<file path="src/rtl/uart_tx_controller.sv">
// UART transmitter: start bit, SIZE data bits LSB first, optional even/odd parity, one stop bit.
// All outputs are registered; each bit is held for CLKS_PER_BIT clock cycles.
module uart_tx_controller #(
    parameter int SIZE         = 4,
    parameter int CLKS_PER_BIT = 16
) (
    input  logic            clk,
    input  logic            rst,
    input  logic            tx_start,
    input  logic [SIZE-1:0] tx_data,
    input  logic            parity_en,
    input  logic            parity_odd,
    output logic            tx,
    output logic            tx_busy,
    output logic            tx_done
);

    localparam int IDX_W = (SIZE > 1) ? $clog2(SIZE) : 1;
    localparam int TMR_W = $clog2(CLKS_PER_BIT);
    localparam logic [TMR_W-1:0] LAST_TICK = TMR_W'(CLKS_PER_BIT - 1);
    localparam logic [IDX_W-1:0] LAST_BIT  = IDX_W'(SIZE - 1);

    typedef enum logic [2:0] {
        IDLE,
        START,
        DATA,
        PARITY,
        STOP
    } state_t;

    state_t            state;
    logic [TMR_W-1:0]  timer;
    logic [IDX_W-1:0]  bit_idx;
    logic [IDX_W-1:0]  next_idx;
    logic [SIZE-1:0]   data_reg;
    logic              par_en_reg;
    logic              par_odd_reg;
    logic              bit_end;

    assign bit_end  = (timer == LAST_TICK);
    assign next_idx = bit_idx + IDX_W'(1);

    // tx is loaded with the value of the next bit at the same edge the state advances.
    always_ff @(posedge clk or posedge rst) begin
        if (rst) begin
            state       <= IDLE;
            tx          <= 1'b1;
            tx_busy     <= 1'b0;
            tx_done     <= 1'b0;
            timer       <= '0;
            bit_idx     <= '0;
            data_reg    <= '0;
            par_en_reg  <= 1'b0;
            par_odd_reg <= 1'b0;
        end else begin
            tx_done <= 1'b0;
            case (state)
                IDLE: begin
                    timer   <= '0;
                    bit_idx <= '0;
                    tx      <= 1'b1;
                    if (tx_start) begin
                        data_reg    <= tx_data;
                        par_en_reg  <= parity_en;
                        par_odd_reg <= parity_odd;
                        tx          <= 1'b0;
                        tx_busy     <= 1'b1;
                        state       <= START;
                    end
                end
                START: begin
                    if (bit_end) begin
                        timer <= '0;
                        tx    <= data_reg[0];
                        state <= DATA;
                    end else begin
                        timer <= timer + TMR_W'(1);
                    end
                end
                DATA: begin
                    if (bit_end) begin
                        timer <= '0;
                        if (bit_idx == LAST_BIT) begin
                            bit_idx <= '0;
                            if (par_en_reg) begin
                                tx    <= (^data_reg) ^ par_odd_reg;
                                state <= PARITY;
                            end else begin
                                tx    <= 1'b1;
                                state <= STOP;
                            end
                        end else begin
                            bit_idx <= next_idx;
                            tx      <= data_reg[next_idx];
                        end
                    end else begin
                        timer <= timer + TMR_W'(1);
                    end
                end
                PARITY: begin
                    if (bit_end) begin
                        timer <= '0;
                        tx    <= 1'b1;
                        state <= STOP;
                    end else begin
                        timer <= timer + TMR_W'(1);
                    end
                end
                STOP: begin
                    if (bit_end) begin
                        timer   <= '0;
                        tx_busy <= 1'b0;
                        tx_done <= 1'b1;
                        state   <= IDLE;
                    end else begin
                        timer <= timer + TMR_W'(1);
                    end
                end
                default: begin
                    tx      <= 1'b1;
                    tx_busy <= 1'b0;
                    timer   <= '0;
                    bit_idx <= '0;
                    state   <= IDLE;
                end
            endcase
        end
    end

endmodule
</file>
<file path="config.mk">
export PLATFORM = sky130hd
export DESIGN_NAME = uart_tx_controller
export DESIGN_NICKNAME = d
export VERILOG_FILES = /design/src/rtl/uart_tx_controller.sv
export SDC_FILE = /design/constraint.sdc
export NUM_CORES = 1
export LEC_CHECK = 0
export ABC_AREA = 1
export CORE_ASPECT_RATIO = 0.9
export CORE_MARGIN = 3
export CORE_UTILIZATION = 53
export DETAILED_ROUTE_END_ITERATION = 7
export GPL_ROUTABILITY_DRIVEN = 1
export GPL_TIMING_DRIVEN = 1
export PLACE_DENSITY = 0.74
export SLEW_MARGIN = 20
export SYNTH_ARGS = -nofsm -noshare
export SYNTH_HDL_FRONTEND = slang
export SYNTH_SLANG_ARGS = --single-unit
</file>
<file path="constraint.sdc">
create_clock -name clk -period 1.6 [get_ports clk]
set_input_delay 0.32 -clock clk [delete_from_list [all_inputs] [get_ports clk]]
set_output_delay 0.32 -clock clk [all_outputs]
set_load 0.005 [all_outputs]
</file>
==> impl_metrics.py, run 1 <==
metrics = {
    "setup_path": {
        "critPathKind": "reg2out",
        "cp_cell_sequence": "clkdlybuf4s50_1",
        "cp.buffers_inverters": 1,
        "data_arrival_time_of_the_critical_path_ps": 1150,
        "cp_top_family": "buffers and inverters",
        "cp_slowest_cell": "clkdlybuf4s50_1",
        "timing.critical_path.from_type": "register",
        "required_ps": 1280,
        "critPathMaxFanout": 2,
        "critical-path-max-stage-delay_ps": 500,
        "end_kind": "output pin",
    },
    "route": {
        "routedWlPerCell_um": 11.7,
        "detailroute.wirelength.met2_um": 892,
        "met3_wirelength_um": 102,
        "number_of_vias_per_cell": 5.21,
        "drtIter0Drc": 15,
        "drtAntennaViolNets": 0,
        "dr_vias": 855,
        "drt-pass1-iter-count": 4,
        "routedLengthMet1_um": 892,
        "route.top_layer_used": "met4",
        "routed_wire_length_um": 1920,
        "post-route-drc-count": 0,
    },
    "die": {
        "floorplan.die.width_um": 51.5,
        "row_count": 14,
        "total_i_o_pin_count": 12,
        "dieHeight_um": 47.0,
        "starting_density_pct": 57.6,
        "die_area_um2": 2420,
        "total_core_area_um2": 1720,
    },
    "outcome": {
        "outcome": "completed",
    },
    "clock_tree": {
        "cts_max_level": 1,
        "worst_skew_pair.late_latency_ps": 290,
        "clk_pin_slew_ps": 100,
        "cts_tree": "done",
        "cts.sink_count": 18,
        "cts_inserted_buffers": 3,
        "library_cell_used_as_clock_root_buffer": "clkbuf_4",
        "cts_max_path_buffers": 2,
    },
    "power_and_ir_drop": {
        "ir_drop_v": 0.00116,
        "leakagePower_uw": 0.000582,
        "power_density_normalized_to_cell_area_nw_per_um2": 1960,
    },
    "synthesis": {
        "number_of_synthesized_register_bits": 18,
        "synthesis.instances": 123,
        "synth.cell_area_um2": 988,
        "ys_seq_area_share_pct": 45.7,
        "yosysUniqueCellTypes": 27,
        "total_of_warnings_raised_by_yosys": 0,
        "syn-num-nets": 134,
        "avg_cell_area_syn_um2": 8.04,
    },
    "final_layout": {
        "share_of_layout_cells_above_drive_strength_1_pct": 15.0,
        "final.fill_count": 171,
        "area_growth_syn_to_layout_pct": 19.7,
        "final_area_um2": 1180,
        "insertedDiodeCount": 0,
        "nets_final": 152,
        "area.sequential_um2": 452,
        "multiInputGateArea_um2": 459,
    },
    "run": {
        "maxCapViolations": 0,
    },
    "sta": {
        "worstMarginPinSlew_ps": 292,
        "timing_max_transition_violations_final": 0,
        "setup_viol_count_final": 0,
        "grt_setup_unrepaired": "no",
        "hold_violations": 0,
        "setup_tns_ps": 0,
        "maxClockFrequency_mhz": 680,
        "post-route-period-util_pct": 91.8,
        "finalWorstPathRequiredPeriod_ps": 1470,
        "fin_skew_ps": 2.69,
        "worst_slew_margin_rel_pct": 80.4,
    },
    "placement": {
        "placement.io_buffers": 11,
        "globalplace.congestion": 0.889,
        "postPlaceCellArea_um2": 1140,
        "dp_hpwl_um": 1520,
    },
    "global_route": {
        "remaining_global_route_overflow": 0,
        "number_of_global_route_vias_before_repair": 744,
        "gr-usage-all-layers_pct": 18.5,
        "grt_first_pass_wirelength_um": 3260,
        "grt_start_max_net_pins": 19,
        "grt_antenna_before_repair": 0,
    },
    "worst_hold_path": {
        "hold_class": "in2async",
    },
}
cell usage in the layout, fill, tap and decap left out, types with 2 or more instances in the layout:
cell,netlist,layout
inv_1,17,17
nor2_1,15,15
inv_2,3,3
clkdlybuf4s50_1,0,10
nor2_4,3,3
ha_1,2,2
clkbuf_4,0,3
dfrtp_1,17,17
nor3_1,4,4
nand2_1,24,23
nand3_1,9,9
a21oi_1,6,6
o21ai_0,7,7
buf_4,0,3
nand2_2,1,2
worst paths after layout:
kind / startpoint / end / slack [ps] / cells past startpoint
setup / recovery: tx_busy / tx_busy / 130 / 1
hold / removal: rst / par_odd_reg / 340 / 3
setup reg to reg: timer[0] / state[0] / 190 / 8
hold reg to reg: tx / tx / 520 / 2
max in group asynchronous: rst / tx / 1000 / 3
min in group clk: tx / tx / 520 / 2
repair_timing:
| item | 4_1_cts | 5_1_grt |
|---|---|---|
| setup endpoints to repair | 1 | 3 |
| hold buffers | 0 | 0 |
| cloned | 0 | 0 |
| gates resized for setup | 1 | 1 |
| pin swaps | 0 | 1 |
| setup buffers | 0 | 1 |
synthesized netlist by cell type:
| cell type | count | area share (%) |
|---|---|---|
| nand3_2 | 1 | 1.0 |
| o22ai_1 | 1 | 0.63 |
| nand4_1 | 1 | 0.63 |
| xnor2_1 | 1 | 0.89 |
| o211ai_1 | 1 | 0.76 |
| o21ai_1 | 1 | 0.51 |
| nand2_1 | 24 | 9.1 |
| nand3_1 | 9 | 4.6 |
| nand2_2 | 1 | 0.63 |
| o221ai_1 | 1 | 0.89 |
| nor2_4 | 3 | 3.4 |
| nor3b_1 | 1 | 0.76 |
| nor2_1 | 15 | 5.7 |
| mux2_2 | 1 | 1.1 |
| inv_1 | 17 | 6.5 |
| nor3_4 | 1 | 1.6 |
| nor2_2 | 1 | 0.63 |
| a21oi_1 | 6 | 3.0 |
| nor3_1 | 4 | 2.0 |
| nor3b_2 | 1 | 1.3 |
| buf_2 | 1 | 0.51 |
| ha_1 | 2 | 2.5 |
| inv_2 | 3 | 1.1 |
| dfrtp_1 | 17 | 43 |
| dfstp_2 | 1 | 2.7 |
| xor2_1 | 1 | 0.89 |
| o21ai_0 | 7 | 3.5 |
metal layers:
| metal | GRT usage (%) | up-vias |
|---|---|---|
| li1 | - | 429 |
| met2 | 30.7 | 30 |
| met1 | 23.8 | 391 |
| met5 | 0 | - |
| met4 | 7.85 | 0 |
| met3 | 3.81 | 5 |
report_power, final:
part | total (uW) | internal [uW] | leakage [uW] | switching, uW
logic | 1210 | 493 | 0.000339 | 717
clock network | 278 | 139 | 0.0000210 | 139
registers | 838 | 660 | 0.000222 | 178
logic make-up after synthesis:
logic type	after synthesis	share of synthesized area, %
AO/OA/AOI/OAI	17	9.37
buffers and inverters	21	8.10
adder cells (fa/ha/maj)	2	2.53
multiplexers	1	1.14
AND/OR/NAND/NOR	62	31.4
XOR/XNOR	2	1.77
flip-flops	18	45.7
stage by stage:
stage,util (%),cells,power [uW],worst slack [ps],hold slack [ps]
CTS,68.4,163,2320,116,348
finish,69.0,164,2330,130,342
floorplan,-,123,1730,323,258
detailed placement,66.3,159,2040,89.5,489
global route,69.0,164,2580,1.09,349
global placement,66.3,159,1990,134,459
final cells by class:
cell class,count,area share [%]
flip-flops and latches,18,38.2
clock buffers,4,3.07
repair buffers,14,11.1
inverters,20,6.34
multi-input cells,84,38.8
well taps,24,2.54
worst register-to-register path: stages (launching register included):
cell	delay [ps]
dfrtp_1	380
ha_1	190
nand2_2	90
nor2_4	200
nor2_2	80
inv_2	60
nand2_2	60
nor3_4	150
o21ai_0	100
(Power assumes the default switching activity.)
==> run 2: changes to the inputs <==
- CTS_CLUSTER_SIZE: not set -> 30
==> results of run 2 <==
Final layout, timing and power as in run 1 (identical DEF).
